--- src/rtl/dm_arbiter.sv ---
// dm_arbiter: two-port (core / debug-DMA) arbiter in front of a single data memory.
//
// One transaction is in flight at a time. The FSM steps IDLE -> ISSUE -> RESP:
//   IDLE  : a winner is picked and its req_ready is raised combinationally.
//           The request is latched at the clock edge.
//   ISSUE : one registered read or write strobe goes to memory.
//   RESP  : the owner gets an rsp_valid pulse. Reads return mem_rd_dat; writes return 0.
// Peak throughput is one access every three cycles.
//
// Configuration macro: DM_ARB_ROUND_ROBIN_EN
//   defined   : round robin. The pointer moves to the port that did not win,
//               and a tie goes to the port the pointer names.
//   undefined : fixed priority. The core wins every tie.
//
// Ports
//   clk, reset                       clock, asynchronous active-low reset
//   c_req_valid/we/addr/wdat         core request in
//   c_req_ready                      core request accepted this cycle
//   c_rsp_valid/c_rsp_rdat           core response strobe / read data
//   d_*                              debug/DMA port, same meaning as the core port
//   mem_addr/mem_wr_dat              registered memory address / write data
//   mem_rd_en/mem_wr_en              registered memory strobes (ISSUE cycle only)
//   mem_rd_dat                       memory read data, valid in the cycle after the strobe
//   busy/grant_d                     FSM not IDLE / current owner is the debug port
module dm_arbiter #(
  parameter int ADDR_W = 32,
  parameter int DATA_W = 32
) (
  input  logic              clk,
  input  logic              reset,
  // core port
  input  logic              c_req_valid,
  input  logic              c_req_we,
  input  logic [ADDR_W-1:0] c_req_addr,
  input  logic [DATA_W-1:0] c_req_wdat,
  output logic              c_req_ready,
  output logic              c_rsp_valid,
  output logic [DATA_W-1:0] c_rsp_rdat,
  // debug / DMA port
  input  logic              d_req_valid,
  input  logic              d_req_we,
  input  logic [ADDR_W-1:0] d_req_addr,
  input  logic [DATA_W-1:0] d_req_wdat,
  output logic              d_req_ready,
  output logic              d_rsp_valid,
  output logic [DATA_W-1:0] d_rsp_rdat,
  // data memory
  output logic [ADDR_W-1:0] mem_addr,
  output logic [DATA_W-1:0] mem_wr_dat,
  output logic              mem_rd_en,
  output logic              mem_wr_en,
  input  logic [DATA_W-1:0] mem_rd_dat,
  // status
  output logic              busy,
  output logic              grant_d
);

  typedef enum logic [1:0] {IDLE, ISSUE, RESP} state_t;

  typedef struct packed {
    logic              we;
    logic [ADDR_W-1:0] addr;
    logic [DATA_W-1:0] wdat;
  } req_t;

  state_t            state_q, state_d;
  logic              owner_q, owner_d;        // 1 = debug port owns the transaction
  logic              we_q, we_d;
  logic [ADDR_W-1:0] mem_addr_q, mem_addr_d;
  logic [DATA_W-1:0] mem_wr_dat_q, mem_wr_dat_d;
  logic              mem_rd_en_q, mem_rd_en_d;
  logic              mem_wr_en_q, mem_wr_en_d;
  logic [DATA_W-1:0] c_rdat_q, c_rdat_d;
  logic [DATA_W-1:0] d_rdat_q, d_rdat_d;
`ifdef DM_ARB_ROUND_ROBIN_EN
  logic              ptr_q, ptr_d;            // 0 = core has the tie, 1 = debug has it
`endif

  req_t              c_req, d_req, sel_req;
  logic              gnt_c, gnt_d;
  logic [DATA_W-1:0] rsp_data;

  assign c_req = {c_req_we, c_req_addr, c_req_wdat};
  assign d_req = {d_req_we, d_req_addr, d_req_wdat};

  // Arbitration. A port is granted only in IDLE and only while its own valid is high.
  always_comb begin
    gnt_c = 1'b0;
    gnt_d = 1'b0;
    if (state_q == IDLE) begin
`ifdef DM_ARB_ROUND_ROBIN_EN
      gnt_c = c_req_valid && (!d_req_valid || !ptr_q);
      gnt_d = d_req_valid && (!c_req_valid ||  ptr_q);
`else
      gnt_c = c_req_valid;
      gnt_d = d_req_valid && !c_req_valid;
`endif
    end
  end

  assign sel_req = gnt_d ? d_req : c_req;

  // Writes answer with zero data.
  assign rsp_data = we_q ? '0 : mem_rd_dat;

  // Next-state logic and latched request
  always_comb begin
    state_d      = state_q;
    owner_d      = owner_q;
    we_d         = we_q;
    mem_addr_d   = mem_addr_q;
    mem_wr_dat_d = mem_wr_dat_q;
    mem_rd_en_d  = 1'b0;
    mem_wr_en_d  = 1'b0;
    c_rdat_d     = c_rdat_q;
    d_rdat_d     = d_rdat_q;
`ifdef DM_ARB_ROUND_ROBIN_EN
    ptr_d        = ptr_q;
`endif
    case (state_q)
      IDLE: begin
        if (gnt_c || gnt_d) begin
          owner_d      = gnt_d;
          we_d         = sel_req.we;
          mem_addr_d   = sel_req.addr;
          mem_wr_dat_d = sel_req.wdat;
          // The strobes are registered, so they are high during the ISSUE cycle only.
          mem_rd_en_d  = !sel_req.we;
          mem_wr_en_d  =  sel_req.we;
`ifdef DM_ARB_ROUND_ROBIN_EN
          ptr_d        = gnt_c;
`endif
          state_d      = ISSUE;
        end
      end
      ISSUE: state_d = RESP;
      RESP: begin
        // Keep the returned word so rsp_rdat holds it between pulses.
        if (owner_q) d_rdat_d = rsp_data;
        else         c_rdat_d = rsp_data;
        state_d = IDLE;
      end
      default: state_d = IDLE;
    endcase
  end

  always_ff @(posedge clk or negedge reset) begin
    if (!reset) begin
      state_q      <= IDLE;
      owner_q      <= 1'b0;
      we_q         <= 1'b0;
      mem_addr_q   <= '0;
      mem_wr_dat_q <= '0;
      mem_rd_en_q  <= 1'b0;
      mem_wr_en_q  <= 1'b0;
      c_rdat_q     <= '0;
      d_rdat_q     <= '0;
`ifdef DM_ARB_ROUND_ROBIN_EN
      ptr_q        <= 1'b0;
`endif
    end else begin
      state_q      <= state_d;
      owner_q      <= owner_d;
      we_q         <= we_d;
      mem_addr_q   <= mem_addr_d;
      mem_wr_dat_q <= mem_wr_dat_d;
      mem_rd_en_q  <= mem_rd_en_d;
      mem_wr_en_q  <= mem_wr_en_d;
      c_rdat_q     <= c_rdat_d;
      d_rdat_q     <= d_rdat_d;
`ifdef DM_ARB_ROUND_ROBIN_EN
      ptr_q        <= ptr_d;
`endif
    end
  end

  // ready is a combinational path from valid. It is gated by reset so that it
  // is also 0 while reset is held.
  assign c_req_ready = gnt_c & reset;
  assign d_req_ready = gnt_d & reset;

  // The response pulse is in the RESP cycle. rdat passes the live word through
  // during the pulse and shows the held copy at all other times.
  assign c_rsp_valid = (state_q == RESP) && !owner_q;
  assign d_rsp_valid = (state_q == RESP) &&  owner_q;
  assign c_rsp_rdat  = c_rsp_valid ? rsp_data : c_rdat_q;
  assign d_rsp_rdat  = d_rsp_valid ? rsp_data : d_rdat_q;

  assign mem_addr    = mem_addr_q;
  assign mem_wr_dat  = mem_wr_dat_q;
  assign mem_rd_en   = mem_rd_en_q;
  assign mem_wr_en   = mem_wr_en_q;

  assign busy        = (state_q != IDLE);
  assign grant_d     = busy && owner_q;

endmodule

--- config.mk ---
export PLATFORM = sky130hd
export DESIGN_NAME = dm_arbiter
export DESIGN_NICKNAME = d
export VERILOG_FILES = /design/src/rtl/dm_arbiter.sv
export SDC_FILE = /design/constraint.sdc
export NUM_CORES = 1
export LEC_CHECK = 0
export ABC_AREA = 1
export CAP_MARGIN = 5
export CORE_MARGIN = 2
export CORE_UTILIZATION = 38
export DETAILED_ROUTE_END_ITERATION = 10
export GPL_ROUTABILITY_DRIVEN = 0
export PLACE_DENSITY_LB_ADDON = 0.2
export REMOVE_ABC_BUFFERS = 1
export SKIP_LAST_GASP = 1
export SLEW_MARGIN = 10
export SYNTH_ARGS = -nofsm -noshare
export SYNTH_HDL_FRONTEND = slang
export SYNTH_SLANG_ARGS = --single-unit
--- constraint.sdc ---
create_clock -name clk -period 1.2 [get_ports clk]
set_input_delay 0.12 -clock clk [delete_from_list [all_inputs] [get_ports clk]]
set_output_delay 0.12 -clock clk [all_outputs]
set_load 0.01 [all_outputs]
# Word-level counts from Yosys, hierarchy flattened
# Index checks and enable logic that the tools add are counted.
# word_totals
inputBits,166
word_cells,40
regBits,134
# classes
n_mux,12
n_bitwise,3
n_reduce_logical,13
eq_ne,3
# op_table
op,n
two-way mux 32 bit,3
two-way mux 65 bit,1
two-way mux 1 bit,6
AND reduction 2 bit,3
logical AND 1 bit,4
one-hot mux 2 bit (2 select lines),1
zero test 1 bit,3
bitwise AND 1 bit,2
equality test 2 x 1 -> 1 bit (second input constant),1
equality test 2 bit (second input constant),1
zero test 2 bit,1
two-way mux 2 bit,1
!= test 2 x 1 -> 1 bit (second input constant),1
nonzero test 2 bit,1
logical OR 1 bit,1
NOT 1 bit,1

# Longest topological paths before layout
# depth
depth_word,7
ltp_mapped,8
depth_no_buf,6

# Worst setup path after synthesis
# No wires, ideal clock.
# synth_path
path_kind,register to register
startpoint,register state_q[1]
endpoint,register d_rdat_q[12]
required_ns,1.020
path_stages_with_launch,6
slack_ns,-0.139
arrival_ns,1.159
path_buffers,2
path_cell_list,dfrtp_1 inv_2 nor3_1 buf_2 buf_2 o21ai_0
# synth_via
elab_chain_cells,2
# synth_lines
element,line,rtl
from (decl),66,"state_t state_q, state_d;"
from (signal assigned),162,state_q <= state_d;
equality test 2 bit,120,case (state_q)
AND reduction 2 bit (no source line),-,
to (signal assigned),170,d_rdat_q <= d_rdat_d;
to (decl),74,"logic [DATA_W-1:0] d_rdat_q, d_rdat_d;"
# Every way passes these cells.
# A chain may end at the register's enable or synchronous reset.

# Worst setup path after layout
# layout_path
startpoint,register state_q[1]
endpoint,output port c_rsp_rdat[23]
# layout_via
elab_chain_cells,3
# layout_lines
element,line,rtl
equality test 2 bit,184,assign c_rsp_valid = (state_q == RESP) && !owner_q;
logical AND 1 bit,184,
two-way mux 32 bit,186,assign c_rsp_rdat = c_rsp_valid ? rsp_data : c_rdat_q;
to (decl),38,"output logic [DATA_W-1:0] c_rsp_rdat,"
# Every way passes these cells.

==> metrics.txt <==
status=finished, violations left; failing checks=negative setup slack; FF+latch count, synth=134; YS warnings=0; clk sinks=134; Maximum Capacitance Violations=0; post-route cell area=13100 um^2; Gate Count Post-Synth=919; Post-Layout Cell Count=1570; CP endpoint kind=output port; fraction of layout cells with a size suffix above 1=0.300; post-layout min period=1900 ps; first-pass GRT wire length=38200 um; total power=0.0347 W; drt total wl=27800 um; Nets=1497; Tightest Pin Transition=766 ps; final setup fails=203; pwr/cell area=2650 nW/um^2; drt wl/cell=17.7 um; DRT iter0 DRCs=421; vias in the first global route=7271; slack of the critical path=-700 ps; largest net degree at the start of global routing=135; Ports=302; DRC Markers=0; Clk Latency, worst-skew pair=420 ps; sum of negative setup slack=-90320 ps; area of the mapped netlist=6630 um^2; Worst Path Max Fanout=16; DP Wirelength=14400 um; CP peak stage delay=360 ps; Netlist cell types=15; Area Overhead vs Synth=97.5%; CORE AREA=17200 um^2; # rows=48; area of placed instances=10400 um^2; area of the multi-input gates=3050 um^2; H-tree levels=4; post-placement cell count=1469; drt pass-1 iters=5; top achievable clock speed=526 MHz; CTS tree=yes; DR vias=7452; commonest non-fill, non-tap cell in the layout=nand2_1; CTS Buf Count=17; sequential area share after synthesis=0.506; clk buf depth=2; RSZ-0062 raised after global routing=yes; most frequent cells in the layout=nand2_1 (235), inv_1 (229), clkdlybuf4s50_1 (164); Die H=136 um; Clock transition at path regs=70 ps; worst clock skew=10.1 ps; worst setup path category=flop to output port; Worst EP arrival=1780 ps; Worst slew margin=0.489; Startpoint Class=flop; global route overflow=0; Port-buffer cells=301; Starting Density=0.386; P_leak=6.77 nW; Avg Cell Area, Syn=7.22 um^2; Pins Over Slew Limit=0; Seq. cell area=3350 um^2; ANT nets after route=0; DR vias/cell=4.75; initial antenna violation count=1; slowest stage cell, crit path=dfrtp_1; Filler cells=1170; crit-path cells=inv_2 -> nor3_4 -> buf_4 -> buf_12 -> nand2_1 -> o21ai_4 -> buf_6; required time of the critical path=1080 ps; die area=18500 um^2; hold crit path type=input pin to flop; clk root buf=clkbuf_16; Max VDD drop=1.79 mV; Final Cycle Share=1.58; Final Hold Fails=0; all-layer global routing usage=0.270; Die W=136 um
final timing paths:
check,from,endpoint,slack (ps),cells after the start
max in group asynchronous,reset,mem_wr_dat[0],180,3
max reg2reg,state_q[1],mem_addr[22],-600,12
max,state_q[1],c_rsp_rdat[23],-700,7
min in group asynchronous,reset,d_rdat_q[26],410,3
min reg2reg,mem_wr_dat[20],mem_wr_dat[20],480,2
min,c_req_addr[16],mem_addr[16],320,5
cell families (layout without fill, tap and decap cells):
| group | after synthesis | after routing | share of synthesized area |
|---|---|---|---|
| AOI/OAI and AO/OA | 67 | 67 | 0.0511 |
| buffers and inverters | 287 | 712 | 0.173 |
| DFF | 134 | 134 | 0.506 |
| other | 0 | 1 | 0 |
| and+or+nand+nor | 431 | 431 | 0.270 |
stage by stage:
| step | hold slack, ps | utilization | setup slack, ps |
|---|---|---|---|
| floorplan | -176 | - | -3620 |
| finish | 321 | 0.762 | -700 |
| CTS | 309 | 0.701 | -637 |
| global placement | 311 | 0.605 | -660 |
| detailed placement | 305 | 0.605 | -719 |
| global route | 336 | 0.762 | -756 |
power breakdown:
group	internal, W	switching (W)	total [W]	leakage (nW)
Sequential	0.00666	0.00102	0.00768	1.67
Combinational	0.0112	0.0105	0.0217	4.81
Clock	0.00311	0.00218	0.00529	0.292
Total	0.0210	0.0137	0.0347	6.77
critical path: cells and delay by family (launching register included):
kind	cells	cell delay, ps
buffers and inverters	4	510
flip-flops	1	360
AO/OA/AOI/OAI	1	110
AND/OR/NAND/NOR	2	370
cell usage after synthesis:
| master | count | area share |
|---|---|---|
| o21ai_0 | 36 | 0.027 |
| dfrtp_1 | 134 | 0.51 |
| nand2_1 | 261 | 0.15 |
| nand3_1 | 130 | 0.098 |
| nor2_1 | 37 | 0.021 |
| inv_2 | 3 | 0.0017 |
| o21ai_2 | 1 | 0.0013 |
| a21oi_1 | 1 | 0.00075 |
| inv_1 | 231 | 0.13 |
| nor3_1 | 2 | 0.0015 |
| buf_4 | 10 | 0.011 |
| buf_2 | 27 | 0.020 |
| nor2_4 | 1 | 0.0017 |
| clkbuf_1 | 16 | 0.0091 |
| o21ai_1 | 29 | 0.022 |
flip-flops by register name, summed over array words and instances, names as in the netlist:
signal,cells
mem_wr_dat,32
owner_q,1
d_rdat_q,32
c_rdat_q,32
we_q,1
mem_rd_en,1
mem_wr_en,1
mem_addr,32
state_q,2
cell type report:
| type | count | share of cell area |
|---|---|---|
| repair buffers | 445 | 0.376 |
| flip-flops and latches | 134 | 0.256 |
| multi-input cells | 498 | 0.233 |
| inverters | 234 | 0.0675 |
| clock buffers | 17 | 0.0325 |
| well taps | 225 | 0.0215 |
| clock inverters | 15 | 0.0130 |
| repair inverters | 1 | 0.000478 |
| diodes | 1 | 0.000191 |
repair_timing:
item	4_1_cts	5_1_grt
setup endpoints to repair	269	239
setup buffers	32	24
resized for setup	622	178
endpoints found under the hold margin	134	0
hold buffers	1	0
pin swaps	25	21
gates cloned	19	11
metal layers:
layer  vias to the layer above  global-route usage  part of all wire
met2                       341               0.456              0.50
li1                       3536                   -                 -
met3                        68              0.0779             0.080
met5                         -                   0                 0
met4                         0               0.111             0.037
met1                      3507               0.324              0.38
(Power assumes the default switching activity.)
